`config.mk`:
```
export PLATFORM = sky130hd
export DESIGN_NAME = ctrl_sequencer
export DESIGN_NICKNAME = d
export VERILOG_FILES = /design/src/rtl/ctrl_sequencer.sv
export SDC_FILE = /design/constraint.sdc
export NUM_CORES = 1
export LEC_CHECK = 0
export CAP_MARGIN = 20
export CELL_PAD_IN_SITES_DETAIL_PLACEMENT = 0
export CELL_PAD_IN_SITES_GLOBAL_PLACEMENT = 1
export CORE_MARGIN = 3
export CORE_UTILIZATION = 34
export DETAILED_ROUTE_END_ITERATION = 8
export PLACE_DENSITY = 0.89
export SYNTH_ARGS = -nofsm -noshare
export SYNTH_HDL_FRONTEND = slang
export SYNTH_SLANG_ARGS = --single-unit
```
`constraint.sdc`:
```
create_clock -name clock -period 5.92 [get_ports clock]
set_input_delay 1.48 -clock clock [delete_from_list [all_inputs] [get_ports clock]]
set_output_delay 1.48 -clock clock [all_outputs]
set_load 0.02 [all_outputs]
```
`src/rtl/ctrl_sequencer.sv`:
```
// ctrl_sequencer: latches one instruction per start handshake and steps
// through T0..T3 driving register-file, ALU, immediate and display strobes.
package ctrl_sequencer_pkg;

  typedef enum logic [2:0] {
    S_IDLE,
    S_T0,
    S_T1,
    S_T2,
    S_T3
  } state_t;

  typedef enum logic [3:0] {
    OP_DISP = 4'd0,
    OP_LOAD = 4'd1,
    OP_MOVE = 4'd2,
    OP_ADD  = 4'd3,
    OP_SUB  = 4'd4,
    OP_ADDI = 4'd5,
    OP_AND  = 4'd6,
    OP_OR   = 4'd7,
    OP_XOR  = 4'd8
  } opcode_t;

endpackage

module ctrl_sequencer
  import ctrl_sequencer_pkg::*;
#(
  parameter int REG_ADDR_W = 3,
  parameter int FCN_W      = 4
) (
  input  logic                    clock,
  input  logic                    reset,
  input  logic                    start,
  input  logic                    abort,
  input  logic [4+3*REG_ADDR_W-1:0] instr,
  output logic                    busy,
  output logic                    done,
  output logic                    illegal,
  output logic                    data_enable,
  output logic                    reg_in_en,
  output logic [REG_ADDR_W-1:0]   reg_in_addr,
  output logic                    reg_out_en,
  output logic [REG_ADDR_W-1:0]   reg_out_addr,
  output logic                    alu_load_a,
  output logic                    alu_load_b,
  output logic                    alu_store,
  output logic [FCN_W-1:0]        fcn,
  output logic                    imm_enable,
  output logic [REG_ADDR_W-1:0]   imm_value,
  output logic                    display_enable,
  output logic [REG_ADDR_W-1:0]   display_value,
  output logic [3:0]              step
);

  localparam int IW = 4 + 3*REG_ADDR_W;
  localparam int R  = REG_ADDR_W;

  localparam logic [FCN_W-1:0] FCN_ADD = FCN_W'(1);
  localparam logic [FCN_W-1:0] FCN_SUB = FCN_W'(2);
  localparam logic [FCN_W-1:0] FCN_AND = FCN_W'(3);
  localparam logic [FCN_W-1:0] FCN_OR  = FCN_W'(4);
  localparam logic [FCN_W-1:0] FCN_XOR = FCN_W'(5);

  state_t          state_q;
  state_t          state_d;
  logic [IW-1:0]   instr_q;
  logic            accept;
  logic            last;

  logic [3:0]      opcode;
  logic [R-1:0]    p1;
  logic [R-1:0]    p2;
  logic [R-1:0]    p3;

  logic            is_disp;
  logic            is_load;
  logic            is_move;
  logic            is_addi;
  logic            is_alu;
  logic            is_illegal;
  logic [FCN_W-1:0] alu_fcn;

  assign opcode = instr_q[IW-1 -: 4];
  assign p1     = instr_q[3*R-1 -: R];
  assign p2     = instr_q[2*R-1 -: R];
  assign p3     = instr_q[R-1:0];

  assign is_disp    = (opcode == OP_DISP);
  assign is_load    = (opcode == OP_LOAD);
  assign is_move    = (opcode == OP_MOVE);
  assign is_addi    = (opcode == OP_ADDI);
  assign is_alu     = (opcode >= OP_ADD) && (opcode <= OP_XOR);
  assign is_illegal = (opcode > OP_XOR);

  always_comb begin
    alu_fcn = '0;
    unique case (1'b1)
      opcode == OP_ADD:  alu_fcn = FCN_ADD;
      opcode == OP_SUB:  alu_fcn = FCN_SUB;
      opcode == OP_ADDI: alu_fcn = FCN_ADD;
      opcode == OP_AND:  alu_fcn = FCN_AND;
      opcode == OP_OR:   alu_fcn = FCN_OR;
      opcode == OP_XOR:  alu_fcn = FCN_XOR;
      default:           alu_fcn = '0;
    endcase
  end

  assign busy = (state_q != S_IDLE);

  always_comb begin
    step = 4'b0000;
    unique case (state_q)
      S_T0:    step = 4'b0001;
      S_T1:    step = 4'b0010;
      S_T2:    step = 4'b0100;
      S_T3:    step = 4'b1000;
      default: step = 4'b0000;
    endcase
  end

  always_comb begin
    data_enable    = 1'b0;
    reg_in_en      = 1'b0;
    reg_in_addr    = '0;
    reg_out_en     = 1'b0;
    reg_out_addr   = '0;
    alu_load_a     = 1'b0;
    alu_load_b     = 1'b0;
    alu_store      = 1'b0;
    fcn            = '0;
    imm_enable     = 1'b0;
    imm_value      = '0;
    display_enable = 1'b0;
    display_value  = '0;
    last           = 1'b0;
    if (state_q != S_IDLE) begin
      unique case (1'b1)
        is_disp: begin
          if (state_q == S_T0) begin
            reg_out_en     = 1'b1;
            reg_out_addr   = p1;
            display_enable = 1'b1;
            display_value  = p2;
          end
          last = (state_q == S_T1);
        end
        is_load: begin
          if (state_q == S_T0) begin
            reg_in_en   = 1'b1;
            reg_in_addr = p1;
            data_enable = 1'b1;
          end
          last = (state_q == S_T1);
        end
        is_move: begin
          if (state_q == S_T0) begin
            reg_out_en   = 1'b1;
            reg_out_addr = p1;
            reg_in_en    = 1'b1;
            reg_in_addr  = p2;
          end
          last = (state_q == S_T1);
        end
        is_alu: begin
          fcn = alu_fcn;
          unique case (state_q)
            S_T0: begin
              reg_out_en   = 1'b1;
              reg_out_addr = p2;
              alu_load_a   = 1'b1;
            end
            S_T1: begin
              alu_load_b = 1'b1;
              if (is_addi) begin
                imm_enable = 1'b1;
                imm_value  = p3;
              end else begin
                reg_out_en   = 1'b1;
                reg_out_addr = p3;
              end
            end
            S_T2: alu_store = 1'b1;
            S_T3: begin
              reg_in_en   = 1'b1;
              reg_in_addr = p1;
              last        = 1'b1;
            end
            default: ;
          endcase
        end
        default: last = 1'b1;
      endcase
    end
  end

  // an aborted final step must not look like a completion
  assign done    = last & ~abort;
  assign illegal = done & is_illegal;
  assign accept  = start & ((state_q == S_IDLE) | done);

  always_comb begin
    state_d = state_q;
    if (state_q == S_IDLE) begin
      if (start) state_d = S_T0;
    end else if (abort) begin
      state_d = S_IDLE;
    end else if (accept) begin
      state_d = S_T0;
    end else if (last) begin
      state_d = S_IDLE;
    end else begin
      unique case (state_q)
        S_T0:    state_d = S_T1;
        S_T1:    state_d = S_T2;
        S_T2:    state_d = S_T3;
        default: state_d = S_IDLE;
      endcase
    end
  end

  always_ff @(posedge clock or posedge reset) begin
    if (reset) begin
      state_q <= S_IDLE;
      instr_q <= '0;
    end else begin
      state_q <= state_d;
      if (accept) instr_q <= instr;
    end
  end

endmodule

```
==> flow_summary.toml <==
[run_status]
status = "complete, no violations"

[finish]
area.growth.synth_to_final_pct = 41.23
drive_gt1_frac = 0.1491
design_area_sq_um = 1672
post-route-util = 0.5260
final_nets = 179
antennaDiodeCount = 0

[routing]
vias = 1082
drt_first_iter_violations = 64
first_pass_iters = 4
wl_per_cell_um = 15.01
wirelength_um = 3078
vias_per_cell = 5.278
drtAntennaViolNets = 0
drc = 0

[worst_setup_path]
cp.required_ns = 4.44
critical_path_class = "in -> out"
timing.rr.end = "instr_q[5]"
rr_startpoint = "instr_q[9]"
reg2reg_depth = 4
path_max_fanout = 10
critPathArrivalTime_ns = 2.92
start_kind = "input port"
crit_path_end_kind = "primary output"
regToRegSetupSlack_ns = 3.84

[power_and_ir_drop]
p_comb_frac = 0.607
power_switching_w = 0.0004003
seqPwrFrac = 0.308
swShare = 0.4629
vdd_drop_max_mv = 0.2254
leakage_nw = 0.6690
power.density_nw_per_um2 = 517.2
p_int_w = 0.0004643
clkPwrFrac = 0.085

[sta]
setup_ws_ns = 1.523
fmax_ghz = 0.2274
rsz0062_at_grt = "no"
finalSetupViolCount = 0
maxSlewViolCount = 0
holdWs_ns = 0.5563
finalHoldViolCount = 0
period_share = 0.7427
min_period_ns = 4.397
worst_pin_slew_ns = 0.8478
fin_tns_setup_ns = 0
fin_worst_skew_ns = 0.004804
slew_headroom = 0.4301

[synth]
synth_fp_nets = 138
synth_top_area_share = 0.3383
synth_area_per_cell_sq_um = 9.782
yosys.area_share.simple = 0.2082
synth_cells = 121
ys.flop_type = "dfrtp_1"
ys_warn_count = 0
synthMuxAreaShare = 0.1226
yosysMostFrequentCell = "dfrtp_1"
ys_seq_elements = 16
yosys-top-cells-area = "dfrtp_1 (34%), mux2_4 (7.6%), a32o_1 (4.2%)"
synth_xor_area_frac = 0.01480
synth-async-reset-ratio = 1.000
yosysSeqAreaShare = 0.3383
synth_compound_area_frac = 0.2304
synth_commonest_cells = "dfrtp_1 (16), inv_1 (7)"
synth-adder-area-share = 0
synth_top_family_by_area = "compound AO/OA/AOI/OAI gates"
synth_edf_count = 0
ys_types = 47
synth_area_leader_cell = "dfrtp_1"
synth_area_sq_um = 1184

[floorplan]
core_sq_um = 3178
chipWidth_um = 65
num_io_pins = 48
die-area_sq_um = 4225
rows = 20
initial_utilization = 0.3724
fp.dieH_um = 65

[placed_design]
placed_area_sq_um = 1635
gp_congestion = 0.8977
dp_hpwl_um = 2364
pre_cts_slack_ns = 1.522
port_buffers = 46

[clock_tree]
post_cts_resized = 0
ctsHoldBuffers = 0
cts-htree-levels = 1
cts_tree = "yes"
clk_latency_ns = 0.29
cts_made_buffers = 3
cts.sinks = 16
cts_setup_buffers = 0
clk_pin_slew_ns = 0.10
cts.path.max_buffers = 2
clockRootBuffer = "clkbuf_4"

[global_route]
grt_pass1_vias = 1043
grt_usage = 0.1564
antenna_found_initial = 0
grt_max_degree = 17
overflow = 0
grt_pass1_wl_um = 5112

[hold_path]
hp-start = "instr_q[2]"
hp-class = "reg -> reg"
hold_depth = 1
hold_end = "instr_q[2]"

[run]
drv_cap = 0
==> sequential cells by signal, summed over array words and instances (netlist names) <==
| name | flops |
|---|---|
| instr_q | 13 |
| state_q | 3 |
==> through the flow <==
| stage | std cells | total power, W |
|---|---|---|
| 2_1_floorplan | 121 | 0.0006217 |
| 3_5_place_dp | 201 | 0.0007923 |
| 6_report | 205 | 0.0008646 |
| 3_3_place_gp | 201 | 0.0007812 |
| 4_1_cts | 205 | 0.0008686 |
| 5_1_grt | 205 | 0.0009296 |
==> placed cells by master, fill, tap and decap left out, types with 2 or more instances in the layout <==
cell              n
xnor2_1           2
nor2_1            5
dfrtp_1          16
a22o_1            2
nand3_1           2
or3b_1            3
a32o_1            5
mux2_4            6
and3_1            3
a22oi_1           3
and2_1            4
clkbuf_4          3
nor3_1            5
nor3b_1           2
inv_1             7
nand2_1           6
nand3b_1          2
a21oi_1           3
o21ai_0           6
inv_2             2
clkdlybuf4s50_1  46
mux2_2            4
==> cell type report <==
cell class | count | area (sq um)
Timing Repair Buffer | 46 | 460.4
Fill cell | 295 | 1506
Tap cell | 44 | 55.05
Sequential cell | 16 | 400.4
Inverter | 9 | 33.78
Clock buffer | 4 | 36.28
Multi-Input combinational cell | 86 | 685.7
==> worst max-delay path, stage by stage <==
cell             delay [ns]
clkdlybuf4s50_1        0.56
nor3b_1                0.25
clkdlybuf4s50_1        0.63
==> kinds of logic (layout without fill, tap and decap cells) <==
| family | count (synthesis) | count (layout) |
|---|---|---|
| xor gates and xnor gates | 2 | 2 |
| and+or+nand+nor | 39 | 39 |
| DFF | 16 | 16 |
| buffers and inverters | 19 | 59 |
| AOI/OAI and AO/OA | 33 | 33 |
| muxes | 11 | 11 |
| other | 1 | 1 |
==> power by group through the flow <==
| stage | combinational, W | clock, W | sequential, W |
|---|---|---|---|
| floorplan | 0.000424 | 0 | 0.000197 |
| detailed placement | 0.000527 | 0 | 0.000266 |
| finish | 0.000525 | 0.0000735 | 0.000267 |
| global route | 0.000570 | 0.0000808 | 0.000279 |
| CTS | 0.000529 | 0.0000749 | 0.000265 |
| global placement | 0.000520 | 0 | 0.000261 |
==> routing by layer <==
metal | track usage | vias up | wire length, um
li1 | - | 526 | -
met1 | 0.2092 | 507 | 1305
met2 | 0.2490 | 40 | 1525
met3 | 0.01733 | 9 | 162
met4 | 0.07652 | 0 | 85
met5 | 0 | - | 0
==> worst max-delay path by stage <==
stage                     slack (ns)               to       start
after floorplan                 2.26             done       abort
after global placement          1.56             done       abort
after detailed placement        1.52             done       abort
after CTS                       1.51   reg_in_addr[0]  state_q[0]
after global routing            1.28  reg_out_addr[1]  state_q[0]
final                           1.52             done       abort
(Power assumes the default switching activity.)
